**src/rtl/ras_stack_ctrl.sv**
```systemverilog
// Return-address stack controller: drives a dual-port RAM as a circular stack,
// with one speculative pointer/count checkpoint for mispredict recovery.
module ras_stack_ctrl #(
    parameter int DEPTH = 1024,
    parameter int ADDR  = 10,
    parameter int WIDTH = 36
) (
    input  logic             clk,
    input  logic             rst,
    input  logic             push_valid,
    input  logic [WIDTH-1:0] push_data,
    output logic             push_ready,
    input  logic             pop_valid,
    output logic             pop_ready,
    output logic             pop_rvalid,
    output logic [WIDTH-1:0] pop_rdata,
    output logic             pop_rerr,
    input  logic             ckpt_save,
    input  logic             ckpt_restore,
    output logic             empty,
    output logic             full,
    output logic [ADDR:0]    count,
    output logic             bram_ena,
    output logic             bram_wea,
    output logic [ADDR-1:0]  bram_addra,
    output logic [WIDTH-1:0] bram_dia,
    output logic             bram_enb,
    output logic             bram_web,
    output logic [ADDR-1:0]  bram_addrb,
    output logic [WIDTH-1:0] bram_dib,
    input  logic [WIDTH-1:0] bram_dob
);

    localparam logic [ADDR:0]   DEPTH_C = (ADDR+1)'(DEPTH);
    localparam logic [ADDR:0]   ONE_C   = (ADDR+1)'(1);
    localparam logic [ADDR-1:0] ONE_A   = ADDR'(1);

    logic [ADDR-1:0] ptr, ptr_nxt, ckpt_ptr;
    logic [ADDR:0]   cnt, cnt_nxt, ckpt_cnt;
    logic            pop_acc, pop_hit, push_acc;
    logic            pop_vld_p1, pop_err_p1;

    // Occupancy saturates at DEPTH: a push onto a full stack overwrites the oldest slot.
    function automatic logic [ADDR:0] sat_inc(input logic [ADDR:0] c);
        return (c == DEPTH_C) ? c : c + ONE_C;
    endfunction

    assign pop_ready  = !rst && !ckpt_restore;
    assign push_ready = !rst && !ckpt_restore && !pop_valid;
    assign pop_acc    = pop_valid && pop_ready;
    assign pop_hit    = pop_acc && (cnt != '0);
    assign push_acc   = push_valid && push_ready;

    assign bram_ena   = push_acc;
    assign bram_wea   = push_acc;
    assign bram_addra = ptr;
    assign bram_dia   = push_data;
    assign bram_enb   = pop_hit;
    assign bram_web   = 1'b0;
    assign bram_addrb = ptr - ONE_A;
    assign bram_dib   = '0;

    always_comb begin
        ptr_nxt = ptr;
        cnt_nxt = cnt;
        if (ckpt_restore) begin
            ptr_nxt = ckpt_ptr;
            cnt_nxt = ckpt_cnt;
        end else if (pop_hit) begin
            ptr_nxt = ptr - ONE_A;
            cnt_nxt = cnt - ONE_C;
        end else if (push_acc) begin
            ptr_nxt = ptr + ONE_A;
            cnt_nxt = sat_inc(cnt);
        end
    end

    // Stage p0 -> p1: pointer state, checkpoint and pop-result tracking.
    always_ff @(posedge clk) begin
        if (rst) begin
            ptr        <= '0;
            cnt        <= '0;
            ckpt_ptr   <= '0;
            ckpt_cnt   <= '0;
            pop_vld_p1 <= 1'b0;
            pop_err_p1 <= 1'b0;
        end else begin
            ptr        <= ptr_nxt;
            cnt        <= cnt_nxt;
            pop_vld_p1 <= pop_acc;
            pop_err_p1 <= pop_acc && (cnt == '0);
            // The checkpoint records the post-update state so it includes this cycle's op.
            if (ckpt_save && !ckpt_restore) begin
                ckpt_ptr <= ptr_nxt;
                ckpt_cnt <= cnt_nxt;
            end
        end
    end

    // Stage p1: RAM read data arrives registered; gate it with the tracked result flags.
    assign pop_rvalid = pop_vld_p1;
    assign pop_rerr   = pop_err_p1;
    assign pop_rdata  = (pop_vld_p1 && !pop_err_p1) ? bram_dob : '0;

    assign empty = (cnt == '0);
    assign full  = (cnt == DEPTH_C);
    assign count = cnt;

endmodule
```
**config.mk**
```make
export PLATFORM = sky130hd
export DESIGN_NAME = ras_stack_ctrl
export DESIGN_NICKNAME = d
export VERILOG_FILES = /design/src/rtl/ras_stack_ctrl.sv
export SDC_FILE = /design/constraint.sdc
export NUM_CORES = 1
export LEC_CHECK = 0
export ABC_AREA = 1
export BUFFER_PORTS_ARGS = -buffer_cell sky130_fd_sc_hd__buf_2
export CORE_ASPECT_RATIO = 0.6
export CORE_UTILIZATION = 45
export CTS_CLUSTER_DIAMETER = 30
export CTS_CLUSTER_SIZE = 30
export DETAILED_ROUTE_END_ITERATION = 8
export PLACE_DENSITY = 0.82
export SLEW_MARGIN = 25
export SYNTH_ARGS = -nofsm -noshare
export SYNTH_HDL_FRONTEND = slang
export SYNTH_SLANG_ARGS = --single-unit
```
**constraint.sdc**
```tcl
create_clock -name clk -period 1.8 [get_ports clk]
set_input_delay 0.27 -clock clk [delete_from_list [all_inputs] [get_ports clk]]
set_output_delay 0.27 -clock clk [all_outputs]
set_load 0.02 [all_outputs]
```
==> results.toml, run 1 <==
[status]
outcome = "completed"

[global_route]
grt_usage_pct = 24.8
grt_pass1_wl_mm = 17.3
antenna_found_initial = 0
grt-ovfl-total = 0
grt_max_degree = 32
grt_pass1_vias = 3475

[synthesis]
syn_area_um2 = 3850
synth-warning-count = 0
avgSynthCellArea_um2 = 6.02
postSynthCellCount = 639
yosysSeqAreaShare_pct = 22.9
synth-seq-cells = 44
synth_cell_types = 32

[clock_network]
cts_buffers = 5
postCtsHoldBufs = 0
ctsRootBufferMaster = "clkbuf_16"
cts_max_level = 2
numClockSinks = 44
cts_max_path_buffers = 2
insertion_delay_ps = 280
cts_tree = "built"
clk_pin_slew_ps = 60

[setup_path]
critical_path_arrival_ps = 1480
worstPathMaxFanout = 31
crit_required_ps = 1530
critical_path.endpoint_type = "output port"
rr_startpoint = "count[1]"
path_class = "flop to output port"
startpoint_type = "flop"
crit_path_start = "pop_rerr"
ff2ff_setup_slack_ps = 100

[detailed_routing]
vias = 4018
routed_wl_mm = 11.4
ant_nets = 0
wl_per_cell_um = 13.6
drcViolationCount = 0
initialDrtViolationCount = 422
first_pass_iters = 5
via_per_inst = 4.80

[sta]
setup_tns_ps = 0
period_minus_slack_ps = 1750
maxSlewViolCount = 0
setup_viol_count_final = 0
layout_setup_ws_ps = 51.9
max_freq_mhz = 572
finalCritPeriodShare_pct = 97.1
hold_violations = 0
rsz0062_at_grt = "false"
fin_skew_ps = 6.48

[final_layout]
utilization_pct = 55.0
seq_area_um2 = 891
layout-drive-gt1-share_pct = 27.3
layout_common_cells = "164 x nand2_1, 114 x buf_2, 101 x inv_1, 78 x nor2_1, 38 x nand3_1"
antenna_cells = 0
nNetsFinal = 810
num-fill-cells = 791
final_common_cell = "nand2_1"
area_growth_pct = 15.3
multiInputGateArea_um2 = 2050
fin_area_um2 = 4440

[place]
dp_hpwl_mm = 8.75
dp_slack_ps = 54.6
gp_congestion = 0.970
place_area_um2 = 4180
numPortBuffers = 117

[floorplan]
initial_utilization_pct = 47.7
die_w_um = 121
num_rows = 25
die_area_um2 = 8940
core_area_um2 = 8070
ios = 227
die_y_um = 73.6

[power_and_ir_drop]
p_leak_nw = 2.71
max-vdd-ir-drop_v = 0.000417
power_density_nw_per_um2 = 698

[run]
drv_cap = 0

[hold_path]
hp-class = "input pin to flop"
hp-start = "pop_valid"
==> synth_stat cells (all sizes together) <==
library cell  number  area, um^2
conb               1        3.75
nand3             41         223
nand4              8        50.1
dfxtp             44         881
a21oi             15        86.3
o21ai             33         173
ha                 4        50.1
o22ai              2        12.5
xnor2              2        17.5
o211ai             1        7.51
xor2              13         114
nor3               2        10.0
nor2              94         420
inv              109         409
clkbuf            10        37.5
a31oi              2        12.5
nand2            170         666
buf               88         677
==> where the power goes <==
| group | leakage, nW | total [mW] | switching [mW] | internal, mW |
|---|---|---|---|---|
| sequential | 0.364 | 1.09 | 0.0573 | 1.04 |
| clock | 0.0712 | 0.914 | 0.360 | 0.554 |
| combinational | 2.27 | 1.09 | 0.727 | 0.365 |
| total | 2.71 | 3.10 | 1.14 | 1.96 |
==> kinds of logic after synthesis <==
kind of cell               count (synthesis)  synth area share, %
and+or+nand+nor                          315                 35.6
buffers and inverters                    207                 29.2
other                                      1               0.0974
adders and majority gates                  4                 1.30
AOI/OAI and AO/OA                         53                 7.57
xor gates and xnor gates                  15                 3.41
DFF                                       44                 22.9
==> through the flow <==
stage	power (mW)	instances	hold WS [ps]
after floorplan	2.00	675	423
after global placement	2.12	826	435
after detailed placement	2.13	826	438
after CTS	3.06	837	333
after global routing	3.25	837	349
final	3.10	837	337
==> registers in the layout, summed over array words and instances, names as in the netlist <==
signal and count:
ckpt_cnt 11, count 11, bram_addra 10, ckpt_ptr 10, pop_rerr 1, pop_rvalid 1
==> area by class of cell <==
type	instances	area share [%]
multi-input combinational	424	46.1
sequential	44	20.1
timing repair buffer	144	18.3
inverter	109	9.21
clock buffer	8	3.30
tap	108	3.04
==> critical path: stages, from the launching register on <==
cell     delay [ps]
dfxtp_1         300
inv_1            50
nand2_1         150
buf_12          220
nor2_1          240
buf_2           230
==> per-layer routing <==
metal / routed length [um] / global-route usage (%)
met1: 4750 / 34.1
met2: 5060 / 39.6
met3: 1380 / 5.05
met4: 157 / 6.31
met5: 0 / 0
==> repair_timing <==
| item | in CTS | in global routing |
|---|---|---|
| endpoints found under the setup margin | 6 | 30 |
| pin swaps | 1 | 1 |
| buffers inserted | 3 | 0 |
| resized for setup | 5 | 27 |
==> final timing paths <==
| path | depth (start not counted) | end |
|---|---|---|
| min | 3 | pop_rerr |
| max | 5 | pop_rdata[21] |
| max reg2reg | 11 | ckpt_ptr[7] |
| min reg2reg | 2 | bram_addra[0] |
No activity file was read; power rests on OpenSTA's default activity.
==> run 2: changes to the inputs <==
--- a/config.mk
+++ b/config.mk
@@ -19 +19,2 @@
 export SYNTH_SLANG_ARGS = --single-unit
+export TNS_END_PERCENT = 1
==> constraint.sdc (replaced) <==
create_clock -name clk -period 1.8 [get_ports clk]
set_input_delay 0.09 -clock clk [delete_from_list [all_inputs] [get_ports clk]]
set_output_delay 0.09 -clock clk [all_outputs]
set_load 0.02 [all_outputs]
==> run 2 against run 1 <==
- non-clock buffer count shrank 6
- worst hold slack worse by 170 ps
- clock skew fell by 4.5 ps
- first-iteration DRC count decreased by 1.9%
- utilization shrank 1.5 points
- die area unchanged
==> results.toml, run 2 (same netlist as run 1, synthesis figures left out) <==
[global_route]
grt_usage_pct = 24.6
grt-ovfl-total = 0
antenna_found_initial = 0
grt_pass1_vias = 3455
grt_max_degree = 26
grt_pass1_wl_mm = 17.2

[detailed_routing]
wl_per_cell_um = 13.6
met2_length_mm = 5.00
ant_nets = 0
initialDrtViolationCount = 414
first_pass_iters = 5
drcViolationCount = 0
m1WireLength_mm = 5.00
route.met3.wl_mm = 1.12
vias = 3993
via_per_inst = 4.81
routed.top_layer = "met4"
routed_wl_mm = 11.3

[hold_path]
hp-class = "input pin to flop"

[setup_path]
crit_required_ps = 1990
critical_path.endpoint_type = "flop"
path_class = "flop to flop"
startpoint_type = "flop"
critical_path_arrival_ps = 1910
worstPathMaxFanout = 10

[floorplan]
num_rows = 25
initial_utilization_pct = 47.7
core_area_um2 = 8070
ios = 227
die_y_um = 73.6
die_area_um2 = 8940
die_w_um = 121

[clock_network]
cts_max_path_buffers = 2
insertion_delay_ps = 280
cts_max_level = 2
cts_tree = "built"
cts_buffers = 5
ctsRootBufferMaster = "clkbuf_16"
numClockSinks = 44
postCtsHoldBufs = 0
clk_pin_slew_ps = 60

[final_layout]
layout.cells.non_filler = 831
layout-drive-gt1-share_pct = 24.2
layout_common_cells = "165 x nand2_1, 117 x buf_2, 102 x inv_1, 83 x nor2_1, 44 x dfxtp_1"
antenna_cells = 0
num-fill-cells = 817
area_growth_pct = 12.3
utilization_pct = 53.6
seq_area_um2 = 881
fin_area_um2 = 4320
final_common_cell = "nand2_1"
nNetsFinal = 804
multiInputGateArea_um2 = 2000

[place]
dp_hpwl_mm = 8.84
dp_slack_ps = 41.1
place_area_um2 = 4130
gp_congestion = 0.949
numPortBuffers = 117
placed_cells = 821

[sta]
period_minus_slack_ps = 1720
max_freq_mhz = 581
finalCritPeriodShare_pct = 95.7
rsz0062_at_grt = "true"
layout_setup_ws_ps = 77.5
maxSlewViolCount = 0
whs_ps = 162
fin_skew_ps = 2.01
hold_violations = 0
setup_tns_ps = 0
setup_viol_count_final = 0

[status]
outcome = "completed"

[power_and_ir_drop]
p_leak_nw = 2.65
max-vdd-ir-drop_v = 0.000399
power_density_nw_per_um2 = 709
total_power_mw = 3.06

[run]
drv_cap = 0
[run 2: cell types whose count changed in the layout (fill, tap and decap cells not counted), sizes merged]
cell	before	now
buf	144	138
clkbuf	8	7
clkinvlp	0	1
[run 2: report_power, final]
part           internal (mW)  switching (mW)  total, mW
registers               1.03          0.0585       1.09
logic                  0.331           0.719       1.05
clock network          0.553           0.369      0.922
[run 2: final timing paths]
check | start | end | slack [ps] | cells after the start
worst min-delay path | ckpt_save | ckpt_ptr[7] | 160 | 4
worst max register to register | count[0] | ckpt_ptr[8] | 80 | 10
worst max-delay path | count[0] | ckpt_ptr[8] | 80 | 10
worst min register to register | ckpt_ptr[3] | bram_addra[3] | 440 | 2
[run 2: repair_timing]
item / in CTS / in global routing
resized for setup: 0 / 6
buffers inserted: 0 / 2
endpoints found under the hold margin: 0 / 0
endpoints found under the setup margin: 0 / 21
[run 2: layout make-up]
cell class	instances	share of cell area, %
timing repair buffer	138	17.2
multi-input combinational	424	46.4
inverter	109	9.47
clock inverter	1	0.174
tap	108	3.13
sequential	44	20.4
clock buffer	7	3.30
[run 2: worst max-delay path, cell delays in order (launching register included)]
cell and delay, ps:
dfxtp_1 330, inv_1 90, ha_2 240, nand2_4 90, nor2_8 170, a21oi_4 100, buf_4 190, a21oi_1 190
nand3_1 120, nand2_1 80, inv_1 30
[run 2: layer usage]
| metal | track usage, % | vias up |
|---|---|---|
| met3 | 5.51 | 24 |
| met5 | 0 | - |
| met1 | 32.6 | 1781 |
| met4 | 7.13 | 0 |
| met2 | 40.2 | 215 |
| li1 | - | 1973 |
